===== src/rtl/aes_round_ctrl.sv =====
`default_nettype none
// ============================================================================
//  Module   : aes_round_ctrl
//  Desc     : Round sequencer for an iterative AES datapath (AES-128/192/256).
//             It drives the state-register load mux, the register enable, the
//             round counter, the round-key index and the last-round flag. It
//             has a start/busy handshake on the input side and a
//             valid/ready handshake on the output side.
//  Options  : `define AES_RC_DECRYPT_EN adds the 'decrypt' input. When it is
//             latched high, key_idx counts down from Nr to 0.
//  Revision : 1.0 - initial release
// ============================================================================
module aes_round_ctrl #(
    parameter int NR_MAX = 14,   // largest round count this instance supports
    parameter int CNT_W  = 4     // width of round / key_idx, 2**CNT_W > NR_MAX
) (
    input  logic             clk,
    input  logic             rst_n,
    input  logic             start,
    input  logic [1:0]       key_len,
    input  logic             abort,
`ifdef AES_RC_DECRYPT_EN
    input  logic             decrypt,
`endif
    input  logic             out_ready,
    output logic             busy,
    output logic             sel,
    output logic             reg_en,
    output logic [CNT_W-1:0] round,
    output logic [CNT_W-1:0] key_idx,
    output logic             last_round,
    output logic             out_valid,
    output logic             err
);

    // ------------------------------------------------------------------------
    // State encoding
    // ------------------------------------------------------------------------
    localparam logic [2:0] S_IDLE  = 3'd0;
    localparam logic [2:0] S_LOAD  = 3'd1;
    localparam logic [2:0] S_ROUND = 3'd2;
    localparam logic [2:0] S_FINAL = 3'd3;
    localparam logic [2:0] S_HOLD  = 3'd4;

    // Round counts for each key size, and the instance limit
    localparam logic [CNT_W-1:0] NR_128   = CNT_W'(10);
    localparam logic [CNT_W-1:0] NR_192   = CNT_W'(12);
    localparam logic [CNT_W-1:0] NR_256   = CNT_W'(14);
    localparam logic [CNT_W-1:0] NR_LIMIT = CNT_W'(NR_MAX);
    localparam logic [CNT_W-1:0] CNT_ONE  = CNT_W'(1);
    localparam logic [CNT_W-1:0] CNT_ZERO = '0;

    // ------------------------------------------------------------------------
    // Registered state
    // ------------------------------------------------------------------------
    logic [2:0]       state_q, state_d;
    logic [CNT_W-1:0] round_q, round_d;
    logic [CNT_W-1:0] nr_q,    nr_d;
    logic             err_q,   err_d;
`ifdef AES_RC_DECRYPT_EN
    logic             dec_q,   dec_d;
`endif

    // Key-size decode
    logic [CNT_W-1:0] key_nr;
    logic             key_ok;

    // Map key_len to its round count. A key size that needs more rounds than
    // this instance can count is refused the same way as the reserved code.
    always_comb begin
        key_nr = NR_128;
        case (key_len)
            2'b00:   key_nr = NR_128;
            2'b01:   key_nr = NR_192;
            2'b10:   key_nr = NR_256;
            default: key_nr = NR_128;
        endcase
        key_ok = (key_len != 2'b11) && (key_nr <= NR_LIMIT);
    end

    // Next-state logic for the sequencer, round counter, latched Nr and err
    always_comb begin
        state_d = state_q;
        round_d = round_q;
        nr_d    = nr_q;
        err_d   = 1'b0;
`ifdef AES_RC_DECRYPT_EN
        dec_d   = dec_q;
`endif
        if (abort) begin
            // Abort beats start and out_ready. The block is dropped and
            // nothing is presented on the output side.
            state_d = S_IDLE;
            round_d = CNT_ZERO;
        end else begin
            case (state_q)
                S_IDLE: begin
                    if (start) begin
                        if (key_ok) begin
                            state_d = S_LOAD;
                            round_d = CNT_ZERO;
                            nr_d    = key_nr;
`ifdef AES_RC_DECRYPT_EN
                            dec_d   = decrypt;
`endif
                        end else begin
                            err_d = 1'b1;
                        end
                    end
                end

                S_LOAD: begin
                    // The initial AddRoundKey happens here, so round 1 comes next.
                    // Only a degenerate Nr of 1 goes straight to the final round.
                    round_d = round_q + CNT_ONE;
                    state_d = (nr_q <= CNT_ONE) ? S_FINAL : S_ROUND;
                end

                S_ROUND: begin
                    // Saturating compare, so the counter cannot pass Nr even if
                    // Nr changed under it.
                    if (round_q >= (nr_q - CNT_ONE)) begin
                        state_d = S_FINAL;
                        round_d = nr_q;
                    end else begin
                        round_d = round_q + CNT_ONE;
                    end
                end

                S_FINAL: begin
                    state_d = S_HOLD;
                end

                S_HOLD: begin
                    // Round stays at Nr until the consumer takes the result.
                    // A start that comes with out_ready chains the next block
                    // without passing through IDLE.
                    if (out_ready) begin
                        if (start && key_ok) begin
                            state_d = S_LOAD;
                            round_d = CNT_ZERO;
                            nr_d    = key_nr;
`ifdef AES_RC_DECRYPT_EN
                            dec_d   = decrypt;
`endif
                        end else begin
                            state_d = S_IDLE;
                            round_d = CNT_ZERO;
                            err_d   = start;
                        end
                    end
                end

                default: begin
                    state_d = S_IDLE;
                    round_d = CNT_ZERO;
                end
            endcase
        end
    end

    // State registers with asynchronous active-low reset
    always_ff @(posedge clk or negedge rst_n) begin
        if (!rst_n) begin
            state_q <= S_IDLE;
            round_q <= CNT_ZERO;
            nr_q    <= NR_128;
            err_q   <= 1'b0;
        end else begin
            state_q <= state_d;
            round_q <= round_d;
            nr_q    <= nr_d;
            err_q   <= err_d;
        end
    end

`ifdef AES_RC_DECRYPT_EN
    // Direction flag, latched together with Nr on an accepted start
    always_ff @(posedge clk or negedge rst_n) begin
        if (!rst_n) begin
            dec_q <= 1'b0;
        end else begin
            dec_q <= dec_d;
        end
    end
`endif

    // Datapath controls, decoded from the registered state only
    always_comb begin
        busy       = (state_q == S_LOAD) || (state_q == S_ROUND) ||
                     (state_q == S_FINAL);
        reg_en     = busy;
        sel        = (state_q != S_LOAD);
        last_round = (state_q == S_FINAL);
        out_valid  = (state_q == S_HOLD);
        round      = round_q;
        err        = err_q;
`ifdef AES_RC_DECRYPT_EN
        // Decryption walks the key schedule from the top down
        key_idx    = dec_q ? (nr_q - round_q) : round_q;
`else
        key_idx    = round_q;
`endif
    end

endmodule
`default_nettype wire


===== config.mk =====
export PLATFORM = sky130hd
export DESIGN_NAME = aes_round_ctrl
export DESIGN_NICKNAME = d
export VERILOG_FILES = /design/src/rtl/aes_round_ctrl.sv
export SDC_FILE = /design/constraint.sdc
export NUM_CORES = 1
export LEC_CHECK = 0
export CORE_AREA = 2 2 45 47
export DETAILED_ROUTE_END_ITERATION = 8
export DIE_AREA = 0 0 47 49
export PLACE_DENSITY = 0.81
export SYNTH_ARGS = -nofsm -noshare
export SYNTH_HDL_FRONTEND = slang
export SYNTH_SLANG_ARGS = --single-unit

===== constraint.sdc =====
create_clock -name clk -period 2 [get_ports clk]
set_input_delay 0.4 -clock clk [delete_from_list [all_inputs] [get_ports clk]]
set_output_delay 0.4 -clock clk [all_outputs]
set_load 0.005 [all_outputs]

### After elaboration in Yosys (flattened, before gate mapping)

Index checks and enable logic that the tools add are counted.

| cells by class | value |
|---|---|
| reductions and logical operators | 9 |
| bitwise operators | 1 |
| multiply operators | 0 |
| shift operators | 0 |
| multiplexer cells | 26 |
| div/mod/pow operators | 0 |
| equality and inequality tests | 17 |
| magnitude comparators | 3 |
| add/sub/neg operators | 2 |

Operators by type and width:

| kind | number |
|---|---|
| $mux 4 | 9 |
| $pmux 4 s5 | 1 |
| $mux 3 | 5 |
| $pmux 3 s5 | 1 |
| $ne 3x3->1 const B | 4 |
| $ne 2x2->1 const B | 5 |
| $pmux 4 s2 | 1 |
| $reduce_and 4->1 | 2 |
| $mux 1 | 7 |
| $eq 3x2->1 const B | 2 |
| $pmux 3 s2 | 1 |
| $reduce_and 6->1 | 1 |
| $add 4x1->4 const B | 1 |
| $ge 4x4->1 | 1 |
| $le 4x1->1 const B | 1 |
| $le 4x4->1 const B | 1 |
| $sub 4x1->4 const B | 1 |
| $eq 3x1->1 const B | 1 |
| $eq 3x3->1 const B | 1 |
| $logic_not 3->1 | 1 |
| $ne 3x1->1 const B | 1 |
| $eq 2x1->1 const B | 1 |
| $eq 2x2->1 const B | 1 |
| $logic_and 1x1->1 | 2 |
| other kinds (5) | 6 |

| storage, ports and cells | value |
|---|---|
| logic and storage cells | 62 |
| bits in writable memories | 0 |
| bits in registers | 12 |
| bits in latches | 0 |
| memories | 0 |
| bits in read-only memories | 0 |
| input port bits | 7 |

### Depth between registers and ports, before layout

Gate-level depths: netlist of run 1.

| depth | value |
|---|---|
| depth in word-level cells | 9 |
| mapped depth | 8 |
| gate-level depth less buffers | 8 |

### Least setup slack after synthesis of run 1

Ideal clock, no wire load.

| path | value |
|---|---|
| path type | flip-flop to flip-flop |
| start | reg nr_q[1] |
| end | reg round_q[2], in the netlist key_idx[2] |
| cell stages (with the launch flop) | 9 |
| data required time | 1.918 ns |
| data arrival time | 1.927 ns |
| clock period less this slack | 2.010 ns |
| library setup time | 0.082 ns |
| slack | -0.010 ns |
| cells stage by stage | dfstp_2 inv_1 ha_1 ha_1 nand2_1 o21ai_0 o21ai_0 a21o_1 a31oi_1 |

| between the ends | value |
|---|---|
| cells in the longest elaborated chain, start to end | 5 |

Ends and longest elaborated chain:

| what | line | RTL |
|---|---|---|
| from (decl) | 58 | `logic [CNT_W-1:0] nr_q, nr_d;` |
| from (signal assigned) | 172 | `nr_q <= nr_d;` |
| $sub 4x1->4 | 122 | `if (round_q >= (nr_q - CNT_ONE)) begin` |
| $ge 4x4->1 | 122 |  |
| $mux 4 | 122 |  |
| $pmux 4 s5 | 96 | `case (state_q)` |
| $mux 4 | 90 | `if (abort) begin` |
| to (signal assigned) | 171 | `round_q <= round_d;` |
| to (decl) | 57 | `logic [CNT_W-1:0] round_q, round_d;` |

No other way between the ends.
A chain may end at the register's enable or synchronous reset.

### Final worst setup path of run 1

| path | value |
|---|---|
| start | reg state_q[1] |
| end | out last_round |

| between the ends | value |
|---|---|
| cells in the longest elaborated chain, start to end | 1 |

Ends and longest elaborated chain:

| what | line | RTL |
|---|---|---|
| from (decl) | 56 | `logic [2:0] state_q, state_d;` |
| from (signal assigned) | 170 | `state_q <= state_d;` |
| $eq 3x2->1 | 194 | `last_round = (state_q == S_FINAL);` |
| to (decl) | 31 | `output logic last_round,` |

No other way between the ends.

==> results of run 1 <==
## per-stage QoR
step	setup slack [ns]	power [mW]	TNS, ns	utilization
global route	-0.03401	0.7277	-0.03401	0.5863
finish	0.07077	0.6748	0	0.5863
detailed placement	-0.07689	0.4175	-0.1335	0.5149
floorplan	0.09256	0.3381	0	-
global placement	0.02107	0.4084	0	0.5149
CTS	0.004718	0.6172	0	0.5428
## metal layers
metal	track usage	vias up	wire length, um	share of wire
li1	-	321	-	-
met1	0.2102	299	686	0.42
met4	0.05556	0	31	0.019
met5	0	-	0	0
met3	0.05556	5	74	0.046
met2	0.2397	17	824	0.51
## kinds of logic after synthesis
| kind of cell | count (synthesis) | synth area share |
|---|---|---|
| adders and majority gates | 7 | 0.1245 |
| xor gates and xnor gates | 2 | 0.02492 |
| buffers and inverters | 12 | 0.09075 |
| muxes | 2 | 0.02847 |
| DFF | 10 | 0.3577 |
| and+or+nand+nor | 27 | 0.2207 |
| AOI/OAI and AO/OA | 16 | 0.1530 |
## cell type report
class	instances	area, um^2	share of cell area
clock buffers	4	36.28	0.03360
well taps	27	33.78	0.03129
inverters	6	22.52	0.02086
multi-input cells	54	471.7	0.4368
flip-flops and latches	10	252.7	0.2341
repair buffers	28	262.8	0.2433
## power by group through the flow
stage | Sequential [mW] | Clock (mW) | Combinational, mW
4_1_cts | 0.236 | 0.196 | 0.186
5_1_grt | 0.240 | 0.210 | 0.278
3_5_place_dp | 0.242 | 0 | 0.176
2_1_floorplan | 0.241 | 0 | 0.0968
6_report | 0.237 | 0.187 | 0.250
3_3_place_gp | 0.240 | 0 | 0.169
## synth_stat cells
cell type / n
sky130_fd_sc_hd__nand3b_1: 1
sky130_fd_sc_hd__nor2_1: 6
sky130_fd_sc_hd__xnor2_1: 1
sky130_fd_sc_hd__a221oi_1: 1
sky130_fd_sc_hd__clkbuf_1: 1
sky130_fd_sc_hd__a21oi_2: 2
sky130_fd_sc_hd__o211ai_1: 1
sky130_fd_sc_hd__dfrtp_1: 9
sky130_fd_sc_hd__xor2_1: 1
sky130_fd_sc_hd__nor4_2: 1
sky130_fd_sc_hd__or3b_2: 1
sky130_fd_sc_hd__or2_2: 1
sky130_fd_sc_hd__a21o_1: 1
sky130_fd_sc_hd__ha_1: 7
sky130_fd_sc_hd__buf_4: 5
sky130_fd_sc_hd__or3b_1: 1
sky130_fd_sc_hd__nand2_1: 7
sky130_fd_sc_hd__nor3_1: 1
sky130_fd_sc_hd__a21oi_1: 2
sky130_fd_sc_hd__inv_1: 6
sky130_fd_sc_hd__dfstp_2: 1
sky130_fd_sc_hd__nor3b_2: 1
sky130_fd_sc_hd__o21ai_0: 4
sky130_fd_sc_hd__and2b_1: 1
sky130_fd_sc_hd__mux2i_1: 2
sky130_fd_sc_hd__nor4_1: 2
sky130_fd_sc_hd__a31oi_1: 3
sky130_fd_sc_hd__and3b_1: 1
sky130_fd_sc_hd__nand2b_1: 1
sky130_fd_sc_hd__nand3_1: 2
sky130_fd_sc_hd__a22o_1: 2
## worst paths after layout
path                                    to  slack, ns
worst max-delay path            last_round       0.07
worst min-delay path            key_idx[3]       0.44
worst max register to register  key_idx[0]       0.07
worst min register to register     nr_q[1]       0.52
max in group asynchronous          nr_q[1]       1.20
min in group clk                   nr_q[1]       0.52
## registers in the layout, indices dropped and copies added (netlist names)
register / cells
key_idx: 4
err: 1
nr_q: 2
state_q: 3
## what timing repair did
| action | CTS | global route |
|---|---|---|
| hold endpoints to repair | 0 | 0 |
| pin swaps | 1 | 3 |
| gates cloned | 0 | 0 |
| buffers inserted | 1 | 0 |
| endpoints found under the setup margin | 3 | 8 |
| gates resized for setup | 2 | 16 |
==> flow_summary.html, run 1 <==
<table>
<tr><th>Metric</th><th>Value</th></tr>
<tr><th colspan="2">Clock network</th></tr>
<tr><td>Clock latency reported for the late side of the worst-skew pair</td><td>around 0.28 ns</td></tr>
<tr><td>Clock transition at the registers of the reported paths</td><td>approximately 0.070 ns</td></tr>
<tr><td>Clock root cell</td><td>sky130_fd_sc_hd__clkbuf_4</td></tr>
<tr><td>Number of clock sinks</td><td>10</td></tr>
<tr><td>Maximum level of the CTS H-tree</td><td>1</td></tr>
<tr><td>Hold Buf Count CTS</td><td>0</td></tr>
<tr><td>Clock Path Buffers</td><td>2</td></tr>
<tr><td>CTS tree</td><td>done</td></tr>
<tr><td>CTS Buf Count</td><td>3</td></tr>
<tr><th colspan="2">Route</th></tr>
<tr><td>Detailed-route wire length per cell</td><td>~13 um</td></tr>
<tr><td>1st-pass router iterations</td><td>4</td></tr>
<tr><td>Overall routed net length</td><td>1616 um</td></tr>
<tr><td>Overall via count from detail_route</td><td>between 600 and 700</td></tr>
<tr><td>Count of routing violations after the opening detailed-route iteration</td><td>8</td></tr>
<tr><td>Residual antenna-violating net count after detailed routing</td><td>0</td></tr>
<tr><td>DRC errors left</td><td>0</td></tr>
<tr><td>Number of vias per cell after detailed routing</td><td>4.977</td></tr>
<tr><th colspan="2">Yosys</th></tr>
<tr><td>Post-synthesis register bit count</td><td>10</td></tr>
<tr><td>Instance count of the mapped netlist</td><td>76</td></tr>
<tr><td>Share of the synthesized area in the top cell type</td><td>0.3203</td></tr>
<tr><td>Average cell area after synthesis</td><td>9.252 um^2</td></tr>
<tr><td>Sequential share of the synthesized area</td><td>0.3577</td></tr>
<tr><td>Synth warnings</td><td>0</td></tr>
<tr><td>Dominant cells by area after synthesis</td><td>sky130_fd_sc_hd__dfrtp_1, sky130_fd_sc_hd__ha_1, sky130_fd_sc_hd__buf_4</td></tr>
<tr><td>Area of the mapped netlist</td><td>703.2 um^2</td></tr>
<tr><td>Most area-hungry cell type in the Yosys netlist</td><td>sky130_fd_sc_hd__dfrtp_1</td></tr>
<tr><td>Post-synthesis net count</td><td>90</td></tr>
<tr><td>Synth cell types</td><td>31</td></tr>
<tr><th colspan="2">Timing</th></tr>
<tr><td>Post-Route Hold Slack</td><td>roughly 0.44 ns</td></tr>
<tr><td>Time the final worst path needs with I/O delays and setup</td><td>1.929 ns</td></tr>
<tr><td>Final period util</td><td>0.9646</td></tr>
<tr><td>Pin slew with the least headroom to its limit</td><td>just under 0.5 ns</td></tr>
<tr><td>Number of slew-limit violations in the final report</td><td>0</td></tr>
<tr><td>Number of failing setup endpoints in the final timing report</td><td>0</td></tr>
<tr><td>Final Hold Fails</td><td>0</td></tr>
<tr><td>Rel. slew slack</td><td>0.6786</td></tr>
<tr><td>Unrepaired setup endpoints after global routing</td><td>true</td></tr>
<tr><td>Final worst clock skew</td><td>around 0.0076 ns</td></tr>
<tr><td>Max Freq</td><td>between 0.5 and 0.6 GHz</td></tr>
<tr><th colspan="2">Global route</th></tr>
<tr><td>Number of antenna violations at the first check in global routing</td><td>0</td></tr>
<tr><td>Overall track demand over capacity in global routing</td><td>0.1602</td></tr>
<tr><td>Largest net degree at the start of global routing</td><td>11</td></tr>
<tr><td>Total gr overflow</td><td>0</td></tr>
<tr><td>First-pass GRT wire length</td><td>about 2600 um</td></tr>
<tr><td>Number of global-route vias before repair</td><td>606</td></tr>
<tr><th colspan="2">Critical path</th></tr>
<tr><td>Cells traversed along the worst timing path</td><td>buf_4, and3b_2, clkdlybuf4s50_1</td></tr>
<tr><td>Data arrival time of the worst path</td><td>~1.5 ns</td></tr>
<tr><td>Count of buffer and inverter cells on the critical path</td><td>2</td></tr>
<tr><td>Max FO, Critical Path</td><td>7</td></tr>
<tr><td>CP peak stage delay</td><td>roughly 0.5 ns</td></tr>
<tr><td>Cell type group with the largest total delay on the critical path</td><td>buffers and inverters</td></tr>
<tr><td>Reg2reg start</td><td>nr_q[1]</td></tr>
<tr><td>Crit end category</td><td>output pin</td></tr>
<tr><td>CP startpoint kind</td><td>register</td></tr>
<tr><td>Category of the most critical setup path</td><td>reg -&gt; out</td></tr>
<tr><td>Path length in cells of the critical path</td><td>3</td></tr>
<tr><td>Worst setup path startpoint</td><td>state_q[1]</td></tr>
<tr><td>Library cell contributing the largest single delay on the critical path</td><td>sky130_fd_sc_hd__clkdlybuf4s50_1</td></tr>
<tr><td>Worst Path Required</td><td>approximately 1.6 ns</td></tr>
<tr><td>Worst r2r path cells</td><td>8</td></tr>
<tr><th colspan="2">Cells and area</th></tr>
<tr><td>Post-Layout Cell Count</td><td>129</td></tr>
<tr><td>Total non-filler cell area in the finished layout</td><td>1080 um^2</td></tr>
<tr><td>Layout filler cell count</td><td>between 150 and 200</td></tr>
<tr><td>Number of diodes</td><td>0</td></tr>
<tr><td>Final net count</td><td>117</td></tr>
<tr><td>Leading cell type in the layout, fill and taps excluded</td><td>sky130_fd_sc_hd__clkdlybuf4s50_1</td></tr>
<tr><td>Area overhead of the layout relative to synthesis</td><td>53.56%</td></tr>
<tr><td>Most frequent cells in the layout</td><td>sky130_fd_sc_hd__clkdlybuf4s50_1, sky130_fd_sc_hd__dfrtp_1, sky130_fd_sc_hd__buf_4</td></tr>
<tr><td>Layout cell share with drive strength beyond 1</td><td>0.3039</td></tr>
<tr><th colspan="2">Place</th></tr>
<tr><td>Total placed cells including tap cells</td><td>~120</td></tr>
<tr><td>Placed standard-cell area</td><td>roughly 950 um^2</td></tr>
<tr><td>GP Congestion</td><td>between 0.8 and 0.9</td></tr>
<tr><td>Count of port buffers added during placement</td><td>20</td></tr>
<tr><td>Hpwl dp</td><td>between 1000 and 1500 um</td></tr>
<tr><th colspan="2">Pwr</th></tr>
<tr><td>Total net switching power</td><td>~0.21 mW</td></tr>
<tr><td>Power per cell area</td><td>about 620 nW/um^2</td></tr>
<tr><td>Share of power burned in the clock network</td><td>0.278</td></tr>
<tr><td>Leak Pwr</td><td>around 0.47 nW</td></tr>
<tr><td>Sequential fraction of design power</td><td>0.352</td></tr>
<tr><td>Comb power frac</td><td>0.370</td></tr>
<tr><td>Largest vdd supply drop</td><td>0.0004753 V</td></tr>
<tr><td>Internal Power</td><td>between 0.4 and 0.5 mW</td></tr>
<tr><td>Sw frac</td><td>0.3070</td></tr>
<tr><th colspan="2">Floorplan</th></tr>
<tr><td>DIE HEIGHT</td><td>between 40 and 50 um</td></tr>
<tr><td>Initial standard-cell utilization of the core</td><td>0.3818</td></tr>
<tr><td>Die width</td><td>roughly 47 um</td></tr>
<tr><td>Placeable core region</td><td>1842 um^2</td></tr>
<tr><td>Standard-cell row count</td><td>16</td></tr>
<tr><td>Boundary Pins</td><td>21</td></tr>
<tr><td>Die Footprint</td><td>roughly 2300 um^2</td></tr>
<tr><th colspan="2">Outcome</th></tr>
<tr><td>Outcome</td><td>complete, no violations</td></tr>
<tr><th colspan="2">Worst hold path</th></tr>
<tr><td>Worst hold path class</td><td>in -&gt; async</td></tr>
<tr><th colspan="2">Job</th></tr>
<tr><td>Max-cap violation count</td><td>0</td></tr>
</table>
(Power assumes the default switching activity.)
==> run 2, diff against run 1 <==
ABC_AREA = 0   (was not set)
==> results of run 2 <==
Final layout, timing and power as in run 1 (identical DEF).
